**src/rtl/demux_stream_1_n_pkg.sv**
```systemverilog
// Purpose: shared types, constants and helpers for the 1-to-N stream demux and its mux counterpart.
// Latency: n/a (package only).
// Backpressure: n/a (package only).
package demux_stream_1_n_pkg;

    // Defaults shared with the mux counterpart so both ends agree on bus geometry.
    localparam int DEF_WIDTH   = 16;
    localparam int DEF_NUM_OUT = 8;
    localparam int MAX_NUM_OUT = 32;

    // Channel index wide enough for the largest legal channel count.
    typedef logic [$clog2(MAX_NUM_OUT)-1:0] ch_idx_t;

    // Per-channel holding register state.
    typedef enum logic {
        SLOT_EMPTY = 1'b0,
        SLOT_FULL  = 1'b1
    } slot_state_t;

    // Low bit of channel k inside a flattened NUM_OUT*width data bus.
    function automatic int slice_lo(input int k, input int width);
        return k * width;
    endfunction

endpackage

```
**src/rtl/demux_stream_1_n_if.sv**
```systemverilog
// Purpose: valid/ready bundle for the 1-to-N demux (one input stream, NUM_OUT output streams).
// Latency: n/a (wiring only).
// Backpressure: in_ready from the demux, per-channel out_ready from consumers.
interface demux_stream_1_n_if #(
    parameter int WIDTH   = demux_stream_1_n_pkg::DEF_WIDTH,
    parameter int NUM_OUT = demux_stream_1_n_pkg::DEF_NUM_OUT,
    parameter int SEL_W   = $clog2(NUM_OUT)
);
    logic                     in_valid;
    logic                     in_ready;
    logic [WIDTH-1:0]         in_data;
    logic [SEL_W-1:0]         in_sel;
    logic                     in_bcast;
    logic [NUM_OUT-1:0]       out_valid;
    logic [NUM_OUT-1:0]       out_ready;
    logic [NUM_OUT*WIDTH-1:0] out_data;

    // Environment side: producer plus the per-channel consumers.
    modport master (
        output in_valid, in_data, in_sel, in_bcast, out_ready,
        input  in_ready, out_valid, out_data
    );

    // Demux side.
    modport slave (
        input  in_valid, in_data, in_sel, in_bcast, out_ready,
        output in_ready, out_valid, out_data
    );
endinterface

```
**src/rtl/demux_stream_1_n_slot.sv**
```systemverilog
// Purpose: one output channel's holding register (EMPTY/FULL), data forced to zero while empty.
// Latency: 1 cycle load -> out_valid.
// Backpressure: holds word stable while out_ready low; free when empty or draining this cycle.
// Ports: clk, rst_n, load/load_data (from demux), out_ready (consumer), out_valid/out_data, free.
module demux_stream_slot
    import demux_stream_1_n_pkg::*;
#(
    parameter int WIDTH = DEF_WIDTH
) (
    input  logic             clk,
    input  logic             rst_n,
    input  logic             load,
    input  logic [WIDTH-1:0] load_data,
    input  logic             out_ready,
    output logic             out_valid,
    output logic [WIDTH-1:0] out_data,
    output logic             free
);
    slot_state_t      state_q, state_d;
    logic [WIDTH-1:0] data_q, data_d;

    always_ff @(posedge clk or negedge rst_n) begin
        if (!rst_n) begin
            state_q <= SLOT_EMPTY;
            data_q  <= '0;
        end else begin
            state_q <= state_d;
            data_q  <= data_d;
        end
    end

    always_comb begin
        state_d = state_q;
        data_d  = data_q;
        case (state_q)
            SLOT_EMPTY: begin
                if (load) begin
                    state_d = SLOT_FULL;
                    data_d  = load_data;
                end
            end
            SLOT_FULL: begin
                // A load while draining replaces the word: full throughput per channel.
                if (load) begin
                    data_d = load_data;
                end else if (out_ready) begin
                    state_d = SLOT_EMPTY;
                    data_d  = '0;
                end
            end
            default: begin
                state_d = SLOT_EMPTY;
                data_d  = '0;
            end
        endcase
    end

    assign out_valid = (state_q == SLOT_FULL);
    assign out_data  = data_q;
    assign free      = (state_q == SLOT_EMPTY) || out_ready;

endmodule

```
**src/rtl/demux_stream_1_n.sv**
```systemverilog
// Purpose: registered 1-to-NUM_OUT stream demux with broadcast and saturating bad-select counter.
// Latency: 1 cycle accept -> out_valid.
// Backpressure: in_ready = free[in_sel] (unicast), AND of all free (broadcast), 1 for bad select.
// Ports: clk, rst_n, bus (slave modport of demux_stream_1_n_if), err_cnt, err_clr.
module demux_stream_1_n
    import demux_stream_1_n_pkg::*;
#(
    parameter int WIDTH   = DEF_WIDTH,
    parameter int NUM_OUT = DEF_NUM_OUT,
    parameter int SEL_W   = $clog2(NUM_OUT),
    parameter int ERR_W   = 8
) (
    input  logic                clk,
    input  logic                rst_n,
    demux_stream_1_n_if.slave   bus,
    output logic [ERR_W-1:0]    err_cnt,
    input  logic                err_clr
);
    localparam logic [SEL_W:0] NUM_OUT_W = (SEL_W+1)'(NUM_OUT);

    logic [NUM_OUT-1:0] free;
    logic [NUM_OUT-1:0] load;
    logic               sel_ok;
    logic               free_sel;
    logic               accept;
    logic               bad_accept;

    // Extra top bit lets non-power-of-2 channel counts reject the unused codes.
    assign sel_ok = ({1'b0, bus.in_sel} < NUM_OUT_W);

    // Looked up by comparison rather than indexing so an out-of-range select never reads past free[].
    always_comb begin
        free_sel = 1'b0;
        for (int k = 0; k < NUM_OUT; k++) begin
            if (bus.in_sel == SEL_W'(k)) begin
                free_sel = free[k];
            end
        end
    end

    // Bad selects are always accepted so a misaddressed producer cannot wedge the input.
    assign bus.in_ready = bus.in_bcast ? (&free) : (sel_ok ? free_sel : 1'b1);
    assign accept       = bus.in_valid && bus.in_ready;
    assign bad_accept   = accept && !bus.in_bcast && !sel_ok;

    always_comb begin
        load = '0;
        for (int k = 0; k < NUM_OUT; k++) begin
            load[k] = accept && (bus.in_bcast || (sel_ok && (bus.in_sel == SEL_W'(k))));
        end
    end

    for (genvar k = 0; k < NUM_OUT; k++) begin : g_slot
        demux_stream_slot #(
            .WIDTH (WIDTH)
        ) u_slot (
            .clk       (clk),
            .rst_n     (rst_n),
            .load      (load[k]),
            .load_data (bus.in_data),
            .out_ready (bus.out_ready[k]),
            .out_valid (bus.out_valid[k]),
            .out_data  (bus.out_data[slice_lo(k, WIDTH) +: WIDTH]),
            .free      (free[k])
        );
    end

    // Clear wins over a same-cycle increment; count sticks at all-ones.
    always_ff @(posedge clk or negedge rst_n) begin
        if (!rst_n) begin
            err_cnt <= '0;
        end else if (err_clr) begin
            err_cnt <= '0;
        end else if (bad_accept && (err_cnt != '1)) begin
            err_cnt <= err_cnt + ERR_W'(1);
        end
    end

endmodule

```
**src/flat_wrapper.sv**
```systemverilog
// flat-port wrapper written by rule: the top's interface ports become plain ports
module demux_stream_1_n_flat import demux_stream_1_n_pkg::*;
#(
    parameter int WIDTH   = DEF_WIDTH,
    parameter int NUM_OUT = DEF_NUM_OUT,
    parameter int SEL_W   = $clog2(NUM_OUT),
    parameter int ERR_W   = 8
)
  (clk, rst_n, err_cnt, err_clr, bus_in_valid, bus_in_data, bus_in_sel, bus_in_bcast, bus_out_ready, bus_in_ready, bus_out_valid, bus_out_data);
  demux_stream_1_n_if #(.WIDTH(WIDTH), .NUM_OUT(NUM_OUT), .SEL_W(SEL_W)) bus_i ();
  input  logic clk;
  input  logic rst_n;
  output logic [ERR_W-1:0] err_cnt;
  input  logic err_clr;
  input wire logic [$bits(bus_i.in_valid)-1:0] bus_in_valid;
  input wire logic [$bits(bus_i.in_data)-1:0] bus_in_data;
  input wire logic [$bits(bus_i.in_sel)-1:0] bus_in_sel;
  input wire logic [$bits(bus_i.in_bcast)-1:0] bus_in_bcast;
  input wire logic [$bits(bus_i.out_ready)-1:0] bus_out_ready;
  output wire logic [$bits(bus_i.in_ready)-1:0] bus_in_ready;
  output wire logic [$bits(bus_i.out_valid)-1:0] bus_out_valid;
  output wire logic [$bits(bus_i.out_data)-1:0] bus_out_data;
  assign bus_i.in_valid = bus_in_valid;
  assign bus_i.in_data = bus_in_data;
  assign bus_i.in_sel = bus_in_sel;
  assign bus_i.in_bcast = bus_in_bcast;
  assign bus_i.out_ready = bus_out_ready;
  assign bus_in_ready = bus_i.in_ready;
  assign bus_out_valid = bus_i.out_valid;
  assign bus_out_data = bus_i.out_data;
  demux_stream_1_n #(.WIDTH(WIDTH), .NUM_OUT(NUM_OUT), .SEL_W(SEL_W), .ERR_W(ERR_W)) u_core (.clk(clk), .rst_n(rst_n), .bus(bus_i), .err_cnt(err_cnt), .err_clr(err_clr));
endmodule
```
**config.mk**
```make
export PLATFORM = sky130hd
export DESIGN_NAME = demux_stream_1_n_flat
export DESIGN_NICKNAME = d
export VERILOG_FILES = /design/src/rtl/demux_stream_1_n_pkg.sv /design/src/rtl/demux_stream_1_n_if.sv /design/src/rtl/demux_stream_1_n_slot.sv /design/src/rtl/demux_stream_1_n.sv /design/src/flat_wrapper.sv
export SDC_FILE = /design/constraint.sdc
export NUM_CORES = 1
export LEC_CHECK = 0
export ABC_AREA = 1
export BUFFER_PORTS_ARGS = -buffer_cell sky130_fd_sc_hd__buf_4
export CELL_PAD_IN_SITES_DETAIL_PLACEMENT = 0
export CELL_PAD_IN_SITES_GLOBAL_PLACEMENT = 1
export CORE_ASPECT_RATIO = 0.7
export CORE_MARGIN = 3
export CORE_UTILIZATION = 35
export DETAILED_ROUTE_END_ITERATION = 7
export PLACE_DENSITY = 0.8
export SLEW_MARGIN = 20
export SYNTH_ARGS = -nofsm -noshare
export SYNTH_HDL_FRONTEND = slang
export SYNTH_HIERARCHICAL = 1
export SYNTH_SLANG_ARGS = --single-unit
```
**constraint.sdc**
```tcl
create_clock -name clk -period 1.65 [get_ports clk]
set_input_delay 0.0825 -clock clk [delete_from_list [all_inputs] [get_ports clk]]
set_output_delay 0.0825 -clock clk [all_outputs]
set_load 0.01 [all_outputs]
```
---- Word-level counts from Yosys, hierarchy flattened ----
Cells that the tools add are included.
storage, ports and cells
  register bits after elaboration ......... 136
operators by class
  equal/unequal tests ..................... 23
  multiplexer cells ....................... 73
  bitwise logic cells ..................... 8
  reduce and logical (&&, ||, !) cells .... 35
operator list
  kind                                                             count
  16-bit two-way mux                                               24
  16-bit case mux with 2 select lines                              8
  1-bit two-way mux                                                33
  3-bit inequality test, second input constant                     8
  1-bit logical OR                                                 16
  2-bit inequality test, second input constant                     8
  1-bit case mux with 2 select lines                               8
  2-bit AND reduction                                              8
  3-bit == test, second input constant                             4
  1-bit logical AND                                                9
  1-bit inverter                                                   8
  8-bit AND reduction                                              1
  3-bit by 2-bit == test with 1-bit output, second input constant  2
  3-bit by 1-bit == test with 1-bit output, second input constant  1
  3-bit zero test                                                  1

---- Depth between registers and ports, before layout ----
  depth in word-level cells ............... 15
  gate-level depth with buffers ........... 13
  depth with buffers taken out ............ 11

---- Hierarchy ----
Netlist, hierarchy kept.
by module, submodules not included
  module             instances  cells an instance  area an instance (µm²)  seq. area each (µm²)
  demux_stream_slot  8          74                 757.0                   425.4
  demux_stream_1_n   1          56                 355.3                   0.0

---- Worst setup path after synthesis ----
No wires, ideal clock.
  kind .................................... register to register
  from .................................... reg u_core.g_slot[4].u_slot.state_q
  to ...................................... reg u_core.g_slot[3].u_slot.state_q
  setup time .............................. 0.127 ns
  arrival time ............................ 1.705 ns
  path slack .............................. -0.181 ns
  stages on the path, launching flop included .. 12
  buffers on the path ..................... 2
  period minus slack after synthesis ...... 1.831 ns
  cells stage by stage .................... dfrtp_1 inv_1 or2_2 and3_2 nor2_1 nand4_2 nand3_4 nor2_1 buf_6 inv_8 buf_12 o21ai_0
on the way
  word-level cells in the longest chain between the ends .. 11
ends and longest elaborated chain
  element                                      line                                                      RTL
  from (decl)                                  demux_stream_1_n_slot.sv:19                               slot_state_t state_q, state_d;
  from (signal assigned)                       demux_stream_1_n_slot.sv:27                               state_q <= state_d;
  1-bit inverter *                             n/a
  1-bit logical OR *                           demux_stream_1_n_slot.sv:60                               assign free = (state_q == SLOT_EMPTY) || out_ready;
  net u_core.free[4]                           demux_stream_1_n.sv:21                                    logic [NUM_OUT-1:0] free;
  1-bit two-way mux (4 in a row)               demux_stream_1_n.sv:35                                    if (bus.in_sel == SEL_W'(k)) begin
  1-bit two-way mux *                          demux_stream_1_n.sv:42                                    assign bus.in_ready = bus.in_bcast ? (&free) : (sel_ok ? free_sel : 1'b1);
  1-bit logical AND *                          demux_stream_1_n.sv:43                                    assign accept = bus.in_valid && bus.in_ready;
  1-bit logical AND *                          demux_stream_1_n.sv:49                                    load[k] = accept && (bus.in_bcast || (sel_ok && (bus.in_sel == SEL_W'(k))));
  net u_core.load[3]                           demux_stream_1_n.sv:22                                    logic [NUM_OUT-1:0] load;
  1-bit two-way mux, on equally long branches  demux_stream_1_n_slot.sv:44, demux_stream_1_n_slot.sv:37
  1-bit case mux with 2 select lines *         demux_stream_1_n_slot.sv:35                               case (state_q)
  net u_core.g_slot[3].u_slot.state_d          demux_stream_1_n_slot.sv:19
  to (signal assigned)                         demux_stream_1_n_slot.sv:27
  to (decl)                                    demux_stream_1_n_slot.sv:19
The timed path passes the listed nets; every way through them passes the cells marked *.
A chain may end at the register's enable or synchronous reset.

---- Worst setup path in the final report ----
  from .................................... reg u_core.g_slot[3].u_slot.state_q
  to ...................................... reg u_core.g_slot[3].u_slot.data_q[4]
on the way
  word-level cells in the longest chain between the ends .. 12
ends and longest elaborated chain
  element                                                                     line                         RTL
  1-bit inverter *                                                            n/a
  1-bit logical OR *                                                          demux_stream_1_n_slot.sv:60
  net u_core.free[3]                                                          demux_stream_1_n.sv:21
  1-bit two-way mux (5 in a row)                                              demux_stream_1_n.sv:35
  1-bit two-way mux *                                                         demux_stream_1_n.sv:42
  1-bit logical AND *                                                         demux_stream_1_n.sv:43
  1-bit logical AND *                                                         demux_stream_1_n.sv:49
  net u_core.load[3]                                                          demux_stream_1_n.sv:22
  16-bit two-way mux, or another cell as far along                            demux_stream_1_n_slot.sv:44  if (load) begin
  16-bit case mux with 2 select lines or 2-bit AND reduction (tied branches)  n/a
  to (signal assigned)                                                        demux_stream_1_n_slot.sv:28  data_q <= data_d;
  to (decl)                                                                   demux_stream_1_n_slot.sv:20  logic [WIDTH-1:0] data_q, data_d;
Marks and branches as above.

==> impl_metrics.env <==
export IMPL_status="finished, violations left"
export IMPL_violations="negative setup slack"
export IMPL_leakagePower_nw=5.08
export IMPL_finalClockSkew_ns=0.00774
export IMPL_ys_warn_count=6
export IMPL_chipHeight_um=119
export IMPL_required_ns=2.00
export IMPL_fillers=1563
export IMPL_finalCritPeriodShare_pct=117
export IMPL_synthToLayoutAreaGrowth_pct=51.5
export IMPL_dpl_cell_area_mm2=0.00798
export IMPL_num_rows=40
export IMPL_gr_usage_all_layers_pct=20.0
export IMPL_power_mw=12.5
export IMPL_vias_per_cell=4.82
export IMPL_hold_slack_ns=0.186
export IMPL_report_final_slew_viol_count=0
export IMPL_antenna_found_initial=0
export IMPL_netlist_area_mm2=0.00641
export IMPL_initial_core_util_pct=36.5
export IMPL_fmax_mhz=517
export IMPL_ff_latch_area_mm2=0.00340
export IMPL_clkSlewWorstSetupHoldPaths_ns=0.06
export IMPL_fin_util_pct=55.3
export IMPL_fin_crit_ns=1.94
export IMPL_rsz0062_at_grt="yes"
export IMPL_dr_pass1_iters=5
export IMPL_dieArea_mm2=0.0200
export IMPL_crit_type="reg2reg"
export IMPL_peakVddDrop_v=0.000626
export IMPL_cp_startpoint="u_core/g_slot[3].u_slot/out_valid$_DFF_PN0_"
export IMPL_drtIter0Drc=479
export IMPL_cp_end_kind="flip-flop"
export IMPL_coreArea_mm2=0.0176
export IMPL_routedWlPerCell_um=18.1
export IMPL_syn_area_per_cell_um2=9.89
export IMPL_maxCapViolCount=0
export IMPL_holdCritPathClass="in2async"
export IMPL_seq_area_frac_synth_pct=53.1
export IMPL_grt_pass1_vias=5228
export IMPL_cpPeakStageDelay_ns=0.37
export IMPL_drc=0
export IMPL_grt_max_degree=52
export IMPL_design_area_mm2=0.00971
export IMPL_cts_buffers=17
export IMPL_die_width_um=168
export IMPL_cts_root_buf="clkbuf_16"
export IMPL_postRouteAntennaNets=0
export IMPL_clk_latency_ns=0.42
export IMPL_cts_sinks=136
export IMPL_setup_ws_ns=-0.286
export IMPL_p_per_area_mw_per_mm2=1290
export IMPL_port_buffers=167
export IMPL_worstMarginPinSlew_ns=0.514
export IMPL_clk_path_buf_depth=2
export IMPL_r2r_start="u_core/g_slot[3].u_slot/out_valid$_DFF_PN0_"
export IMPL_tritoncts="built"
export IMPL_drive_gt1_share_pct=50.9
export IMPL_final_common_cell="nand2_1"
export IMPL_synth_cells=648
export IMPL_cp_start_kind="flip-flop"
export IMPL_reg2reg_depth=12
export IMPL_critPathMaxFanout=17
export IMPL_io_pin_count=177
export IMPL_multi_input_area_mm2=0.00272
export IMPL_mostFrequentLayoutCells="212 x nand2_1, 202 x buf_4, 136 x dfrtp_1, 86 x nand3_2, 43 x nand2_2"
export IMPL_grt_ovfl_total=0
export IMPL_ys_ff_latch=136
export IMPL_synthDistinctLibCells=29
export IMPL_finalNetCount=934
export IMPL_slew_headroom_pct=65.6
export IMPL_vias=5521
export IMPL_pre_cts_slack_ns=-0.314
export IMPL_worst_path_max_delay_cell="dfrtp_1"
export IMPL_finalWirelength_um=20800
export IMPL_hold_violations=0
export IMPL_worst_ep_arrival_time_ns=2.29
export IMPL_crit_path_frequent_cell="nand4_1"
export IMPL_insertedDiodeCount=0
export IMPL_setup_viol=137
export IMPL_path_cells="inv_2 > or2_4 > nand4_1 > nand4_1 > nor2_2 > nand4_2 > nand3_4 > buf_4 > nor2_4 > inv_8 > nand3_1 > nand2_1"
export IMPL_dp_hpwl_um=13600
export IMPL_h_tree_depth=4
export IMPL_gp_congestion=0.809
export IMPL_grt_pass1_wl_um=30600
==> per-stage QoR <==
step           setup TNS (ns)  cells
2_1_floorplan          -12.33    655
3_3_place_gp           -27.13   1054
6_report               -30.31   1146
4_1_cts                -26.06   1130
5_1_grt                -41.94   1146
3_5_place_dp           -31.75   1054
==> flip-flops by register name, indices dropped and copies added, names as in the netlist <==
name,cells
u_core/g_slot.u_slot/out_data,128
u_core/g_slot.u_slot/out_valid,8
==> cells in the mapped netlist, drive strengths merged <==
library cell	number	area (µm²)
nand2	266	1020
nor2	10	45.0
o21ai	8	40.0
conb	1	3.75
inv	26	163
a41oi	1	8.76
dfrtp	136	3400
a31oi	1	6.26
buf	42	513
a21oi	2	10.0
o21a	1	7.51
nand3	130	1020
or2	10	62.6
nand4	7	50.1
nor3	2	20.0
o31ai	3	22.5
and3	1	7.51
and2	1	6.26
==> kinds of logic after synthesis <==
family | Yosys count | share of synthesized area [%]
DFF | 136 | 53.1
AOI/OAI and AO/OA | 16 | 1.48
buffers and inverters | 68 | 10.5
other | 1 | 0.0585
and+or+nand+nor | 427 | 34.8
==> power by group <==
| part | switching [mW] | internal (mW) |
|---|---|---|
| clock network | 1.47 | 2.40 |
| logic | 1.92 | 1.98 |
| registers | 0.625 | 4.09 |
| total | 4.02 | 8.48 |
==> critical path, delay by kind of cell, from the launching register on <==
kind / cells / cell delay, ns
AND/OR/NAND/NOR: 9 / 1.14
flip-flops: 1 / 0.37
buffers and inverters: 3 / 0.36
==> routing by layer <==
layer / global-route usage [%] / vias to the layer above / wire [µm]
li1: - / 2590 / -
met1: 29.5 / 2704 / 9480
met2: 28.7 / 210 / 9420
met3: 5.97 / 17 / 1710
met4: 5.11 / 0 / 177
met5: 0 / - / 0
==> timing repair <==
action / CTS / global route
endpoints found under the hold margin: 178 / 0
setup endpoints to repair: 137 / 137
pin swaps: 24 / 26
resized for setup: 47 / 86
setup buffers: 12 / 19
cloned: 8 / 7
hold buffers: 25 / 0
==> worst paths after layout <==
check | slack, ns | to
hold reg to reg | 0.50 | u_core/g_slot[3].u_slot/out_data[11]$_DFFE_PN0P_
setup reg to reg | -0.29 | u_core/g_slot[3].u_slot/out_data[4]$_DFFE_PN0P_
max in group asynchronous | 0.88 | u_core/g_slot[3].u_slot/out_data[5]$_DFFE_PN0P_
hold / removal | 0.19 | u_core/g_slot[3].u_slot/out_data[8]$_DFFE_PN0P_
setup / recovery | -0.29 | u_core/g_slot[3].u_slot/out_data[4]$_DFFE_PN0P_
min in group clk | 0.23 | u_core/g_slot[3].u_slot/out_data[9]$_DFFE_PN0P_
==> layout make-up <==
type / instances / area share (%)
Clock buffer: 19 / 4.56
Clock inverter: 13 / 1.57
Inverter: 26 / 2.01
Multi-Input combinational cell: 451 / 28.0
Sequential cell: 136 / 35.0
Tap cell: 231 / 2.98
Timing Repair Buffer: 261 / 24.7
Timing Repair inverter: 9 / 1.20
Power figures use the tool's default switching activity.
